==> src/rtl/cp0_core_if.sv <==
// CP0 pipeline-facing bundle: mtc0/mfc0 ports, interrupt lines, exception/eret commit, live outputs.
// Latency: reads are combinational; writes and commits land on the next clk edge.
// Backpressure: none; every strobe is accepted in the cycle it is presented.
// Ports: master = pipeline side (drives strobes, reads results), slave = cp0_core.
interface cp0_core_if #(
  parameter int N_HW_INT = 6
);
  logic                wr_en;
  logic [4:0]          wr_addr;
  logic [31:0]         wr_data;
  logic [4:0]          rd_addr;
  logic [31:0]         rd_data;
  logic [N_HW_INT-1:0] hw_int;
  logic                exc_valid;
  logic [4:0]          exc_code;
  logic [31:0]         exc_pc;
  logic                exc_bd;
  logic [31:0]         exc_badvaddr;
  logic                eret;
  logic                int_req;
  logic                timer_int;
  logic [31:0]         status;
  logic [31:0]         cause;
  logic [31:0]         epc;
  logic                exl;

  modport master (
    output wr_en, wr_addr, wr_data, rd_addr, hw_int,
           exc_valid, exc_code, exc_pc, exc_bd, exc_badvaddr, eret,
    input  rd_data, int_req, timer_int, status, cause, epc, exl
  );

  modport slave (
    input  wr_en, wr_addr, wr_data, rd_addr, hw_int,
           exc_valid, exc_code, exc_pc, exc_bd, exc_badvaddr, eret,
    output rd_data, int_req, timer_int, status, cause, epc, exl
  );
endinterface

==> src/rtl/cp0_core.sv <==
// CP0 system control: TLB index regs, prescaled Count/Compare timer, masked interrupts, exception/ERET commit.
// Latency: mfc0 read data is combinational from state; mtc0 writes and commits take effect at the next clk edge.
// Backpressure: none; exc_valid overrides eret, which overrides the EXL part of a same-cycle mtc0.
// Ports: clk, rst (async active-low), bus (cp0_core_if.slave) carrying all strobes and live outputs.
module cp0_core #(
  parameter int          N_HW_INT    = 6,
  parameter int          COUNT_DIV   = 2,
  parameter int          TLB_ENTRIES = 16,
  parameter logic [31:0] PRID        = 32'h0001_8000
) (
  input  logic       clk,
  input  logic       rst,
  cp0_core_if.slave  bus
);

  localparam int RW = $clog2(TLB_ENTRIES);
  localparam int PW = (COUNT_DIV > 1) ? $clog2(COUNT_DIV) : 1;

  localparam logic [RW-1:0] RAND_TOP  = RW'(TLB_ENTRIES - 1);
  localparam logic [PW-1:0] PRESC_TOP = PW'(COUNT_DIV - 1);

  localparam logic [4:0] REG_INDEX    = 5'd0;
  localparam logic [4:0] REG_RANDOM   = 5'd1;
  localparam logic [4:0] REG_ENTRYLO0 = 5'd2;
  localparam logic [4:0] REG_ENTRYLO1 = 5'd3;
  localparam logic [4:0] REG_WIRED    = 5'd6;
  localparam logic [4:0] REG_BADVADDR = 5'd8;
  localparam logic [4:0] REG_COUNT    = 5'd9;
  localparam logic [4:0] REG_ENTRYHI  = 5'd10;
  localparam logic [4:0] REG_COMPARE  = 5'd11;
  localparam logic [4:0] REG_STATUS   = 5'd12;
  localparam logic [4:0] REG_CAUSE    = 5'd13;
  localparam logic [4:0] REG_EPC      = 5'd14;
  localparam logic [4:0] REG_PRID     = 5'd15;

  // Architectural state
  logic [RW-1:0] index_q;
  logic [RW-1:0] random_q;
  logic [RW-1:0] wired_q;
  logic [31:0]   entrylo0_q;
  logic [31:0]   entrylo1_q;
  logic [31:0]   entryhi_q;
  logic [31:0]   badvaddr_q;
  logic [31:0]   count_q;
  logic [31:0]   compare_q;
  logic [31:0]   epc_q;
  logic [7:0]    im_q;
  logic          exl_q;
  logic          ie_q;
  logic          bd_q;
  logic          ti_q;
  logic [1:0]    ip_sw_q;
  logic [5:0]    ip_hw_q;
  logic [4:0]    exc_code_q;
  logic [PW-1:0] presc_q;

  // A committing exception flushes the mtc0 in the same cycle.
  logic mtc0;
  logic wr_index, wr_entrylo0, wr_entrylo1, wr_wired, wr_count;
  logic wr_entryhi, wr_compare, wr_status, wr_cause, wr_epc;

  assign mtc0        = bus.wr_en & ~bus.exc_valid;
  assign wr_index    = mtc0 & (bus.wr_addr == REG_INDEX);
  assign wr_entrylo0 = mtc0 & (bus.wr_addr == REG_ENTRYLO0);
  assign wr_entrylo1 = mtc0 & (bus.wr_addr == REG_ENTRYLO1);
  assign wr_wired    = mtc0 & (bus.wr_addr == REG_WIRED);
  assign wr_count    = mtc0 & (bus.wr_addr == REG_COUNT);
  assign wr_entryhi  = mtc0 & (bus.wr_addr == REG_ENTRYHI);
  assign wr_compare  = mtc0 & (bus.wr_addr == REG_COMPARE);
  assign wr_status   = mtc0 & (bus.wr_addr == REG_STATUS);
  assign wr_cause    = mtc0 & (bus.wr_addr == REG_CAUSE);
  assign wr_epc      = mtc0 & (bus.wr_addr == REG_EPC);

  // Unused hardware lines are tied low so IP bits above N_HW_INT read 0.
  logic [5:0] hw_pad;
  always_comb begin
    hw_pad = '0;
    hw_pad[N_HW_INT-1:0] = bus.hw_int;
  end

  logic presc_tick;
  logic timer_match;
  assign presc_tick  = (presc_q == PRESC_TOP);
  assign timer_match = (compare_q != 32'h0) && (count_q == compare_q);

  logic badvaddr_upd;
  assign badvaddr_upd = (bus.exc_code == 5'h04) || (bus.exc_code == 5'h05);

  // Random free-runs downward between TLB_ENTRIES-1 and Wired.
  logic [RW-1:0] random_nxt;
  always_comb begin
    random_nxt = random_q - RW'(1);
    if (wr_wired || (wired_q >= RAND_TOP) || (random_q == wired_q) || (random_q == '0)) begin
      random_nxt = RAND_TOP;
    end
  end

  always_ff @(posedge clk or negedge rst) begin
    if (!rst) begin
      index_q    <= '0;
      random_q   <= RAND_TOP;
      wired_q    <= '0;
      entrylo0_q <= '0;
      entrylo1_q <= '0;
      entryhi_q  <= '0;
      badvaddr_q <= '0;
      count_q    <= '0;
      compare_q  <= '0;
      epc_q      <= '0;
      im_q       <= '0;
      exl_q      <= 1'b0;
      ie_q       <= 1'b0;
      bd_q       <= 1'b0;
      ti_q       <= 1'b0;
      ip_sw_q    <= '0;
      ip_hw_q    <= '0;
      exc_code_q <= '0;
      presc_q    <= '0;
    end else begin
      random_q <= random_nxt;
      ip_hw_q  <= hw_pad;

      // Count write restarts the prescaler so the first tick is COUNT_DIV cycles later.
      if (wr_count) begin
        count_q <= bus.wr_data;
        presc_q <= '0;
      end else if (presc_tick) begin
        count_q <= count_q + 32'd1;
        presc_q <= '0;
      end else begin
        presc_q <= presc_q + PW'(1);
      end

      // TI is sticky; a Compare write beats a coincident match.
      if (wr_compare) begin
        compare_q <= bus.wr_data;
        ti_q      <= 1'b0;
      end else if (timer_match) begin
        ti_q <= 1'b1;
      end

      if (wr_index)    index_q    <= bus.wr_data[RW-1:0];
      if (wr_wired)    wired_q    <= bus.wr_data[RW-1:0];
      if (wr_entrylo0) entrylo0_q <= bus.wr_data;
      if (wr_entrylo1) entrylo1_q <= bus.wr_data;
      if (wr_entryhi)  entryhi_q  <= bus.wr_data;
      if (wr_cause)    ip_sw_q    <= bus.wr_data[9:8];
      if (wr_status) begin
        im_q <= bus.wr_data[15:8];
        ie_q <= bus.wr_data[0];
      end

      if (bus.exc_valid) begin
        exl_q      <= 1'b1;
        exc_code_q <= bus.exc_code;
        if (badvaddr_upd) badvaddr_q <= bus.exc_badvaddr;
        // Nested exceptions keep the original return point.
        if (!exl_q) begin
          epc_q <= bus.exc_bd ? (bus.exc_pc - 32'd4) : bus.exc_pc;
          bd_q  <= bus.exc_bd;
        end
      end else begin
        if (bus.eret)       exl_q <= 1'b0;
        else if (wr_status) exl_q <= bus.wr_data[1];
        if (wr_epc) epc_q <= bus.wr_data;
      end
    end
  end

  logic [7:0]  ip_w;
  logic [31:0] status_w;
  logic [31:0] cause_w;

  assign ip_w     = {ip_hw_q[5] | ti_q, ip_hw_q[4:0], ip_sw_q};
  assign status_w = {9'b0, 1'b1, 6'b0, im_q, 6'b0, exl_q, ie_q};
  assign cause_w  = {bd_q, ti_q, 14'b0, ip_w, 1'b0, exc_code_q, 2'b0};

  logic [31:0] rd_w;
  always_comb begin
    rd_w = 32'h0;
    case (bus.rd_addr)
      REG_INDEX:    rd_w = {{(32-RW){1'b0}}, index_q};
      REG_RANDOM:   rd_w = {{(32-RW){1'b0}}, random_q};
      REG_ENTRYLO0: rd_w = entrylo0_q;
      REG_ENTRYLO1: rd_w = entrylo1_q;
      REG_WIRED:    rd_w = {{(32-RW){1'b0}}, wired_q};
      REG_BADVADDR: rd_w = badvaddr_q;
      REG_COUNT:    rd_w = count_q;
      REG_ENTRYHI:  rd_w = entryhi_q;
      REG_COMPARE:  rd_w = compare_q;
      REG_STATUS:   rd_w = status_w;
      REG_CAUSE:    rd_w = cause_w;
      REG_EPC:      rd_w = epc_q;
      REG_PRID:     rd_w = PRID;
      default:      rd_w = 32'h0;
    endcase
  end

  assign bus.rd_data   = rd_w;
  assign bus.int_req   = ie_q & ~exl_q & (|(im_q & ip_w));
  assign bus.timer_int = ti_q;
  assign bus.status    = status_w;
  assign bus.cause     = cause_w;
  assign bus.epc       = epc_q;
  assign bus.exl       = exl_q;

endmodule
==> src/flat_wrapper.sv <==
// flat-port wrapper written by rule: the top's interface ports become plain ports
module cp0_core_flat 
#(
  parameter int          N_HW_INT    = 6,
  parameter int          COUNT_DIV   = 2,
  parameter int          TLB_ENTRIES = 16,
  parameter logic [31:0] PRID        = 32'h0001_8000
)
  (clk, rst, bus_wr_en, bus_wr_addr, bus_wr_data, bus_rd_addr, bus_hw_int, bus_exc_valid, bus_exc_code, bus_exc_pc, bus_exc_bd, bus_exc_badvaddr, bus_eret, bus_rd_data, bus_int_req, bus_timer_int, bus_status, bus_cause, bus_epc, bus_exl);
  cp0_core_if #(.N_HW_INT(N_HW_INT)) bus_i ();
  input  logic clk;
  input  logic rst;
  input wire logic [$bits(bus_i.wr_en)-1:0] bus_wr_en;
  input wire logic [$bits(bus_i.wr_addr)-1:0] bus_wr_addr;
  input wire logic [$bits(bus_i.wr_data)-1:0] bus_wr_data;
  input wire logic [$bits(bus_i.rd_addr)-1:0] bus_rd_addr;
  input wire logic [$bits(bus_i.hw_int)-1:0] bus_hw_int;
  input wire logic [$bits(bus_i.exc_valid)-1:0] bus_exc_valid;
  input wire logic [$bits(bus_i.exc_code)-1:0] bus_exc_code;
  input wire logic [$bits(bus_i.exc_pc)-1:0] bus_exc_pc;
  input wire logic [$bits(bus_i.exc_bd)-1:0] bus_exc_bd;
  input wire logic [$bits(bus_i.exc_badvaddr)-1:0] bus_exc_badvaddr;
  input wire logic [$bits(bus_i.eret)-1:0] bus_eret;
  output wire logic [$bits(bus_i.rd_data)-1:0] bus_rd_data;
  output wire logic [$bits(bus_i.int_req)-1:0] bus_int_req;
  output wire logic [$bits(bus_i.timer_int)-1:0] bus_timer_int;
  output wire logic [$bits(bus_i.status)-1:0] bus_status;
  output wire logic [$bits(bus_i.cause)-1:0] bus_cause;
  output wire logic [$bits(bus_i.epc)-1:0] bus_epc;
  output wire logic [$bits(bus_i.exl)-1:0] bus_exl;
  assign bus_i.wr_en = bus_wr_en;
  assign bus_i.wr_addr = bus_wr_addr;
  assign bus_i.wr_data = bus_wr_data;
  assign bus_i.rd_addr = bus_rd_addr;
  assign bus_i.hw_int = bus_hw_int;
  assign bus_i.exc_valid = bus_exc_valid;
  assign bus_i.exc_code = bus_exc_code;
  assign bus_i.exc_pc = bus_exc_pc;
  assign bus_i.exc_bd = bus_exc_bd;
  assign bus_i.exc_badvaddr = bus_exc_badvaddr;
  assign bus_i.eret = bus_eret;
  assign bus_rd_data = bus_i.rd_data;
  assign bus_int_req = bus_i.int_req;
  assign bus_timer_int = bus_i.timer_int;
  assign bus_status = bus_i.status;
  assign bus_cause = bus_i.cause;
  assign bus_epc = bus_i.epc;
  assign bus_exl = bus_i.exl;
  cp0_core #(.N_HW_INT(N_HW_INT), .COUNT_DIV(COUNT_DIV), .TLB_ENTRIES(TLB_ENTRIES), .PRID(PRID)) u_core (.clk(clk), .rst(rst), .bus(bus_i));
endmodule
==> config.mk <==
export PLATFORM = sky130hd
export DESIGN_NAME = cp0_core_flat
export DESIGN_NICKNAME = d
export VERILOG_FILES = /design/src/rtl/cp0_core_if.sv /design/src/rtl/cp0_core.sv /design/src/flat_wrapper.sv
export SDC_FILE = /design/constraint.sdc
export NUM_CORES = 1
export LEC_CHECK = 0
export CAP_MARGIN = 25
export CORE_MARGIN = 2
export CORE_UTILIZATION = 57
export DETAILED_ROUTE_END_ITERATION = 10
export HOLD_SLACK_MARGIN = 0.03
export PLACE_DENSITY = 0.83
export SYNTH_ARGS = -nofsm -noshare
export SYNTH_HDL_FRONTEND = slang
export SYNTH_SLANG_ARGS = --single-unit
==> constraint.sdc <==
create_clock -name clk -period 8.7 [get_ports clk]
set_input_delay 2.61 -clock clk [delete_from_list [all_inputs] [get_ports clk]]
set_output_delay 2.61 -clock clk [all_outputs]
set_load 0.01 [all_outputs]
; ---- After elaboration in Yosys (flattened, before gate mapping)
; Index checks and enable logic that the tools add are counted.
; W data, S select, Z words.
[totals]
register_bits = 262
inputBits = 123
out_inout_bits = 131
elab_cells = 99
[classes]
addsub = 4
order_cmp = 1
n_eq_ne = 26
muxes = 15
bitwise = 17
reduce_logical = 17
[ops]
columns = operator, n
row1 = $pmux W32 S13, 1
row2 = $mux W32, 6
row3 = $eq A5 B4 Y1 const B, 14
row4 = $add A32 B1 Y32 const B, 1
row5 = $eq A32 B32 Y1, 1
row6 = $reduce_bool A32 Y1, 1
row7 = $sub A32 B3 Y32 const B, 1
row8 = $eq A5 B2 Y1 const B, 4
row9 = $eq A5 B3 Y1 const B, 4
row10 = $and A1 B1 Y1, 13
row11 = $logic_not A5 Y1, 2
row12 = $and A8 B8 Y8, 1
row13 = $reduce_or A8 Y1, 1
row14 = $mux W1, 7
row15 = $reduce_and A2 Y1, 3
row16 = $reduce_bool A2 Y1, 3
row17 = $eq A5 B1 Y1 const B, 1
row18 = $eq A4 B4 Y1, 1
row19 = $ge A4 B4 Y1 const B, 1
row20 = $logic_not A4 Y1, 1
row21 = $logic_or A1 B1 Y1, 4
row22 = $mux W4, 1
row23 = $sub A4 B1 Y4 const B, 1
row24 = $reduce_bool A3 Y1, 1
row25 = other kinds (5), 6

; ---- Depth between registers and ports, before layout
; Gate-level depths: netlist (run 1).
[logic_depth]
depth_word = 7
mapped_depth = 7
mapped_depth_nobuf = 7

; ---- Least setup slack after synthesis (run 1)
; OpenSTA, ideal clock, no wires.
[synth_path]
path_type = input to output
startpoint = in bus_rd_addr[1]
endpoint = out bus_rd_data[24]
t_arrival_ns = 4.085
required_ns = 6.090
setup_slack_ns = 2.005
cell_stages = 7
path_buffers = 3
cell_sequence = clkbuf_1 -> or3b_2 -> nor2_1 -> buf_2 -> buf_2 -> a22oi_1 -> nand3_1
[synth_between]
elab_chain_len = 2
elab_cells_between_ends = 14
classes_between = eq/ne: 12 / mux: 1 / reduce/logical: 1
[synth_lines]
columns = element, line
row1 = start: declaration, flat_wrapper.sv:16  ; input wire logic [$bits(bus_i.rd_addr)-1:0] bus_rd_addr;
row2 = "$eq A5 B4 Y1, or another cell as far along", cp0_core.sv:181  ; case (bus.rd_addr)
row3 = $pmux W32 S13 (*), cp0_core.sv:181
row4 = end: declaration, flat_wrapper.sv:24  ; output wire logic [$bits(bus_i.rd_data)-1:0] bus_rd_data;
; Mark *: on every way between the ends. The rest lies on a longest branch, timed or not.

; ---- Worst setup path in the final report (run 1)
[layout_path]
startpoint = in bus_rd_addr[0]
endpoint = out bus_rd_data[31]
; Same word-level chain as after synthesis.

==> results of run 1 <==
[routing by layer]
layer  vias up  part of all wire  GRT usage
met5         -                 0    0.00947
met4         0             0.032      0.111
met3       115              0.11     0.0717
met2       807              0.46      0.518
met1      5655              0.40      0.473
li1       4810                 -          -
[critical path, cell delays in order]
cell and delay (ns):
clkdlybuf4s50_1 0.70, nor2b_1 0.31, nor2b_1 0.78, buf_4 0.33, a22oi_1 0.12, nand4_1 0.19, clkdlybuf4s50_1 0.57
[cell families after synthesis]
kind of cell | synth area share
and+or+nand+nor | 0.122
xor gates and xnor gates | 0.0582
AOI/OAI and AO/OA | 0.117
other | 0.000543
buffers and inverters | 0.0587
adders and majority gates | 0.00271
muxes | 0.166
DFF | 0.474
[power breakdown]
group / total, uW / internal (uW) / switching [uW]
clock network: 1240 / 748 / 488
registers: 1690 / 1430 / 257
logic: 701 / 390 / 311
total: 3630 / 2570 / 1060
[Yosys cell counts (12+ instances only)]
| library cell | n |
|---|---|
| a21oi_1 | 29 |
| dfrtp_1 | 258 |
| a22oi_1 | 70 |
| xor2_1 | 32 |
| nand3_1 | 44 |
| nor3_1 | 24 |
| nor4_1 | 14 |
| nand2_1 | 69 |
| buf_2 | 36 |
| mux2_2 | 152 |
| xnor2_1 | 60 |
| o21ai_0 | 42 |
| nand4_1 | 30 |
| buf_4 | 51 |
| mux2_4 | 34 |
| o22ai_1 | 12 |
| nor2_1 | 41 |
| a222oi_1 | 24 |
| clkbuf_1 | 35 |
[placed cells by master, fill, tap and decap left out, drive strengths merged, types with 4 or more instances in the layout]
master and instances:
bufinv 4, or3 5, nand2 69, a32o 5, a221oi 8, xnor2 60, nor3 27, dfstp 4
mux2 186, and4 4, nand3b 8, o22ai 12, or4 9, inv 13, nor4 20, mux2i 8
nand2b 4, a22oi 70, a21oi 29, nand4 31, xor2 32, dfrtp 258, conb 39, o21ai 57
and3 11, clkbuf 35, a222oi 24, nor4b 5, nand3 44, clkdlybuf4s50 213, nor2 44, a22o 9
buf 27, clkinv 6
[metrics by stage]
stage	cells	hold WS (ns)	setup slack [ns]	total power, uW	utilization
floorplan	1264	0.449	2.00	2030	-
global placement	1695	0.471	0.598	2360	0.665
detailed placement	1696	0.472	0.544	2380	0.666
CTS	1744	0.486	0.546	3620	0.706
global route	1744	0.498	0.330	3760	0.706
finish	1744	0.482	0.464	3630	0.706
[state kept, by name (all words and copies together), names as in the netlist]
name and count:
u_core.badvaddr_q 32, u_core.bus.epc 32, u_core.compare_q 32, u_core.count_q 32, u_core.entryhi_q 32, u_core.entrylo0_q 32, u_core.entrylo1_q 32, u_core.im_q 8
u_core.ip_hw_q 6, u_core.exc_code_q 5, u_core.index_q 4, u_core.random_q 4, u_core.wired_q 4, u_core.ip_sw_q 2, u_core.bd_q 1, u_core.bus.exl 1
u_core.bus.timer_int 1, u_core.ie_q 1, u_core.presc_q 1
[worst max-delay path by stage]
stage,cells past startpoint,endpoint
floorplan,7,bus_rd_data[24]
global placement,8,bus_rd_data[30]
detailed placement,8,bus_rd_data[30]
CTS,8,bus_rd_data[30]
global route,8,bus_rd_data[13]
finish,7,bus_rd_data[31]
[layout make-up]
class,instances,area [um2]
clock buffers,35,776
repair buffers,240,2380
fillers,1705,7100
well taps,324,405
inverters,11,41.3
flip-flops and latches,262,6560
multi-input cells,859,6660
clock inverters,13,183
==> flow_summary.json, run 1 <==
{
  "cts_root_buf": "clkbuf_16",
  "drive_gt1_frac": 0.212,
  "hold_violations": 0,
  "async_flop_share": 1.00,
  "cts-hold-fix-buffers": 0,
  "synthDistinctLibCells": 64,
  "cts_tree": "done",
  "drc": 0,
  "grt_overflow": 0,
  "p_leak_uw": 0.00711,
  "drv_cap": 0,
  "grt_first_pass_wirelength_um": 66600,
  "antenna_found_initial": 0,
  "routedWlPerCell_um": 24.7,
  "ctsHtreeMaxLevel": 1,
  "synth_edf_count": 0,
  "cp.arrival_ns": 5.63,
  "std_cell_rows": 57,
  "period_share": 0.947,
  "hold_end": "u_core.random_q[0]$_DFF_PN1_",
  "vdd.ir_drop.worst_uv": 147,
  "min_path_type": "register to register",
  "crit_path_start": "bus_rd_addr[0]",
  "fin_area_mm2": 0.0170,
  "track_usage": 0.335,
  "netlist_instances": 1227,
  "outcome": "complete, no violations",
  "clkTransAtPathRegs_ns": 0.06,
  "vias": 11400,
  "ant_nets": 0,
  "rsz0062_at_grt": "no",
  "ys_seq_area_frac": 0.474,
  "postCtsSetupRepairBufs": 0,
  "maxSlewViolCount": 0,
  "synth_seq_cells": 262,
  "synth-main-ff-cell": "dfrtp_1",
  "die_w_um": 160,
  "grt_pass1_vias": 11100,
  "diodes": 0,
  "final_nets": 1527,
  "setup_viol": 0,
  "reg2reg_depth": 5,
  "cts.sinks": 262,
  "hold-path-cell-count": 1,
  "drt_wl_total_um": 43100,
  "max_slew_margin": 0.322,
  "floorplan.die_area_mm2": 0.0255,
  "worst_pin_slew_ns": 1.01,
  "drtIter0Drc": 1538,
  "rr_endpoint": "u_core.bus.epc[21]$_DFFE_PN0P_",
  "initial_utilization": 0.574,
  "synth_area_mm2": 0.0138,
  "hp-start": "u_core.random_q[0]$_DFF_PN1_",
  "grt_max_degree": 148,
  "dp_hpwl_um": 30100,
  "synth_top_area_frac": 0.466,
  "start_kind": "input port",
  "cts_buffers": 27,
  "coreArea_mm2": 0.0241,
  "cts_max_path_buffers": 3,
  "yosys-top-cells-area": "dfrtp_1 47%, mux2_2 12%, a22oi_1 3.8%, xnor2_1 3.8%, mux2_4 3.7%",
  "reg2reg_slack_ns": 5.79,
  "syn_avg_cell_area_um2": 11.3,
  "crit_type": "input port to output port",
  "cts_resized": 0,
  "endpoint_kind": "output port",
  "fin_crit_ns": 8.24,
  "die_h_um": 160,
  "area_growth_syn_to_layout_pct": 22.9,
  "synth.largest_area_cell": "dfrtp_1",
  "setup_tns_ns": 0,
  "gp_congestion": 0.983,
  "clock-skew-final_ns": 0.0196,
  "cp_max_fo": 11,
  "yosysWarnings": 0,
  "port_buffers": 214,
  "ios": 254,
  "place_area_mm2": 0.0160,
  "insertion_delay_ns": 0.53,
  "power_density_mw_per_mm2": 213,
  "r2r_start": "u_core.bus.exl$_DFFE_PN0P_",
  "via_per_inst": 6.53,
  "cp.required_ns": 6.09,
  "dr.pass1.iters": 7,
  "fmax_mhz": 121
}
No activity file was read; power rests on OpenSTA's default activity.
==> run 2: changes to the inputs <==
--- a/config.mk
+++ b/config.mk
@@ -11,6 +11,7 @@
 export DETAILED_ROUTE_END_ITERATION = 10
 export HOLD_SLACK_MARGIN = 0.03
 export PLACE_DENSITY = 0.83
+export SLEW_MARGIN = 15
 export SYNTH_ARGS = -nofsm -noshare
 export SYNTH_HDL_FRONTEND = slang
 export SYNTH_SLANG_ARGS = --single-unit
==> run 2 against run 1 <==
Register-to-register slack got worse by 0.03 ns. Final area shrank 0.37%. Fmax shrank 0.83%. Combinational power hardly changed. Hold slack improved by 0.0053 ns. Clock skew is 0.011 ns lower. Clock power down 4%. Die area unchanged. First-iteration DRC count is 9.1% higher.
==> flow_summary.json, run 2 (synthesized netlist as in run 1, its figures left out) <==
{
  "final_nets": 1527,
  "clockPowerShare": 0.332,
  "track_usage": 0.337,
  "dp_hpwl_um": 30100,
  "cts_buffers": 27,
  "drv_cap": 0,
  "outcome": "complete, no violations",
  "setup_viol": 0,
  "wl_met2_um": 19900,
  "hold_violations": 0,
  "p_leak_uw": 0.00708,
  "p_sw_uw": 1070,
  "cts-hold-fix-buffers": 0,
  "drive_gt1_frac": 0.209,
  "cts.sinks": 262,
  "cp_cell_sequence": "clkdlybuf4s50_1 -> nor2b_1 -> nor2b_1 -> buf_4 -> a22oi_1 -> nand4_1 -> clkdlybuf4s50_1",
  "rsz0062_at_grt": "no",
  "crit_type": "input port to output port",
  "routedWlPerCell_um": 25.1,
  "ant_nets": 0,
  "worst_pin_slew_ns": 0.988,
  "fin_crit_ns": 8.30,
  "swShare": 0.298,
  "wl_met1_um": 17000,
  "start_kind": "input port",
  "drtIter0Drc": 1678,
  "via_per_inst": 6.59,
  "drc": 0,
  "cpLargestDelayFamily": "buffers and inverters",
  "maxSlewViolCount": 0,
  "cp.required_ns": 6.09,
  "initial_utilization": 0.574,
  "grt_pass1_vias": 11300,
  "gp_congestion": 0.983,
  "clkTransAtPathRegs_ns": 0.07,
  "dr.pass1.iters": 6,
  "fmax_mhz": 120,
  "cts_tree": "done",
  "whs_ns": 0.487,
  "critPathMaxStageDelay_ns": 0.83,
  "die_h_um": 160,
  "final_cell_mix": "258 x dfrtp_1, 213 x clkdlybuf4s50_1, 152 x mux2_2",
  "intPower_uw": 2520,
  "cp.arrival_ns": 5.69,
  "std_cell_rows": 57,
  "coreArea_mm2": 0.0241,
  "comb_power_share": 0.196,
  "routed-wl-met3_um": 5320,
  "diodes": 0,
  "grt_max_degree": 148,
  "cp_num_buf_inv": 3,
  "mostFrequentLayoutCell": "dfrtp_1",
  "period_share": 0.955,
  "setup_tns_ns": 0,
  "slowest_stage": "nor2b_1",
  "ctsHtreeMaxLevel": 1,
  "routed.top_layer": "met4",
  "vias": 11500,
  "cts_root_buf": "clkbuf_16",
  "grt_overflow": 0,
  "clock-skew-final_ns": 0.00901,
  "endpoint_kind": "output port",
  "port_buffers": 214,
  "die_w_um": 160,
  "max_slew_margin": 0.340,
  "power_density_mw_per_mm2": 212,
  "grt_first_pass_wirelength_um": 67000,
  "cp_max_fo": 11,
  "cts_resized": 0,
  "min_path_type": "register to register",
  "postCtsSetupRepairBufs": 0,
  "insertion_delay_ns": 0.54,
  "power_frac_seq": 0.471,
  "utilization": 0.703,
  "vdd.ir_drop.worst_uv": 142,
  "ios": 254,
  "antenna_found_initial": 0,
  "drt_wl_total_um": 43800,
  "area_growth_syn_to_layout_pct": 22.4,
  "cts_max_path_buffers": 3,
  "floorplan.die_area_mm2": 0.0255
}
## run 2: changes by cell type in the layout (fill, tap and decap cells not counted), sizes merged
cell    change
clkbuf      -4
inv         +1
## run 2: worst reg2reg max path: stages (launching register included)
cell and delay [ns]:
dfrtp_1 0.53, nand2b_1 0.81, o31a_1 0.74, buf_4 0.43
nor2_1 0.10, a22o_1 0.21
## run 2: power groups by stage
stage          clock (uW)  combinational (uW)  sequential [uW]
2_1_floorplan           0                 433             1600
3_3_place_gp            0                 670             1690
3_5_place_dp            0                 692             1690
4_1_cts              1190                 702             1680
5_1_grt              1250                 757             1710
6_report             1190                 704             1690
## run 2: per-layer routing
layer,GRT usage,up-vias
li1,-,4811
met1,0.469,5673
met2,0.520,860
met3,0.0800,123
met4,0.123,0
met5,0,-
## run 2: metrics by stage
| stage | std cells | setup WS (ns) | total power [uW] | cell area (um2) |
|---|---|---|---|---|
| 3_5_place_dp | 1696 | 0.556 | 2390 | 16000 |
| 2_1_floorplan | 1264 | 2.00 | 2030 | 14000 |
| 3_3_place_gp | 1695 | 0.598 | 2360 | 16000 |
| 6_report | 1741 | 0.395 | 3590 | 16900 |
| 5_1_grt | 1741 | 0.329 | 3710 | 16900 |
| 4_1_cts | 1741 | 0.507 | 3570 | 16900 |
## run 2: cell type report
class | instances | area [um2]
clock buffers | 31 | 701
clock inverters | 14 | 195
fillers | 1728 | 7160
inverters | 11 | 41.3
multi-input cells | 859 | 6660
flip-flops and latches | 262 | 6560
well taps | 324 | 405
repair buffers | 240 | 2380
## run 2: path summary, 6_finish.rpt
kind	startpoint	end	slack, ns	cells after the start
min	u_core.random_q[0]$_DFF_PN1_	u_core.random_q[0]$_DFF_PN1_	0.49	1
max in group asynchronous	rst	u_core.entrylo1_q[27]$_DFFE_PN0P_	5.32	2
min reg2reg	u_core.random_q[0]$_DFF_PN1_	u_core.random_q[0]$_DFF_PN1_	0.49	1
min in group asynchronous	rst	u_core.ip_hw_q[1]$_DFF_PN0_	2.12	1
max	bus_rd_addr[0]	bus_rd_data[31]	0.40	7
max reg2reg	u_core.bus.exl$_DFFE_PN0P_	u_core.bus.epc[21]$_DFFE_PN0P_	5.76	5
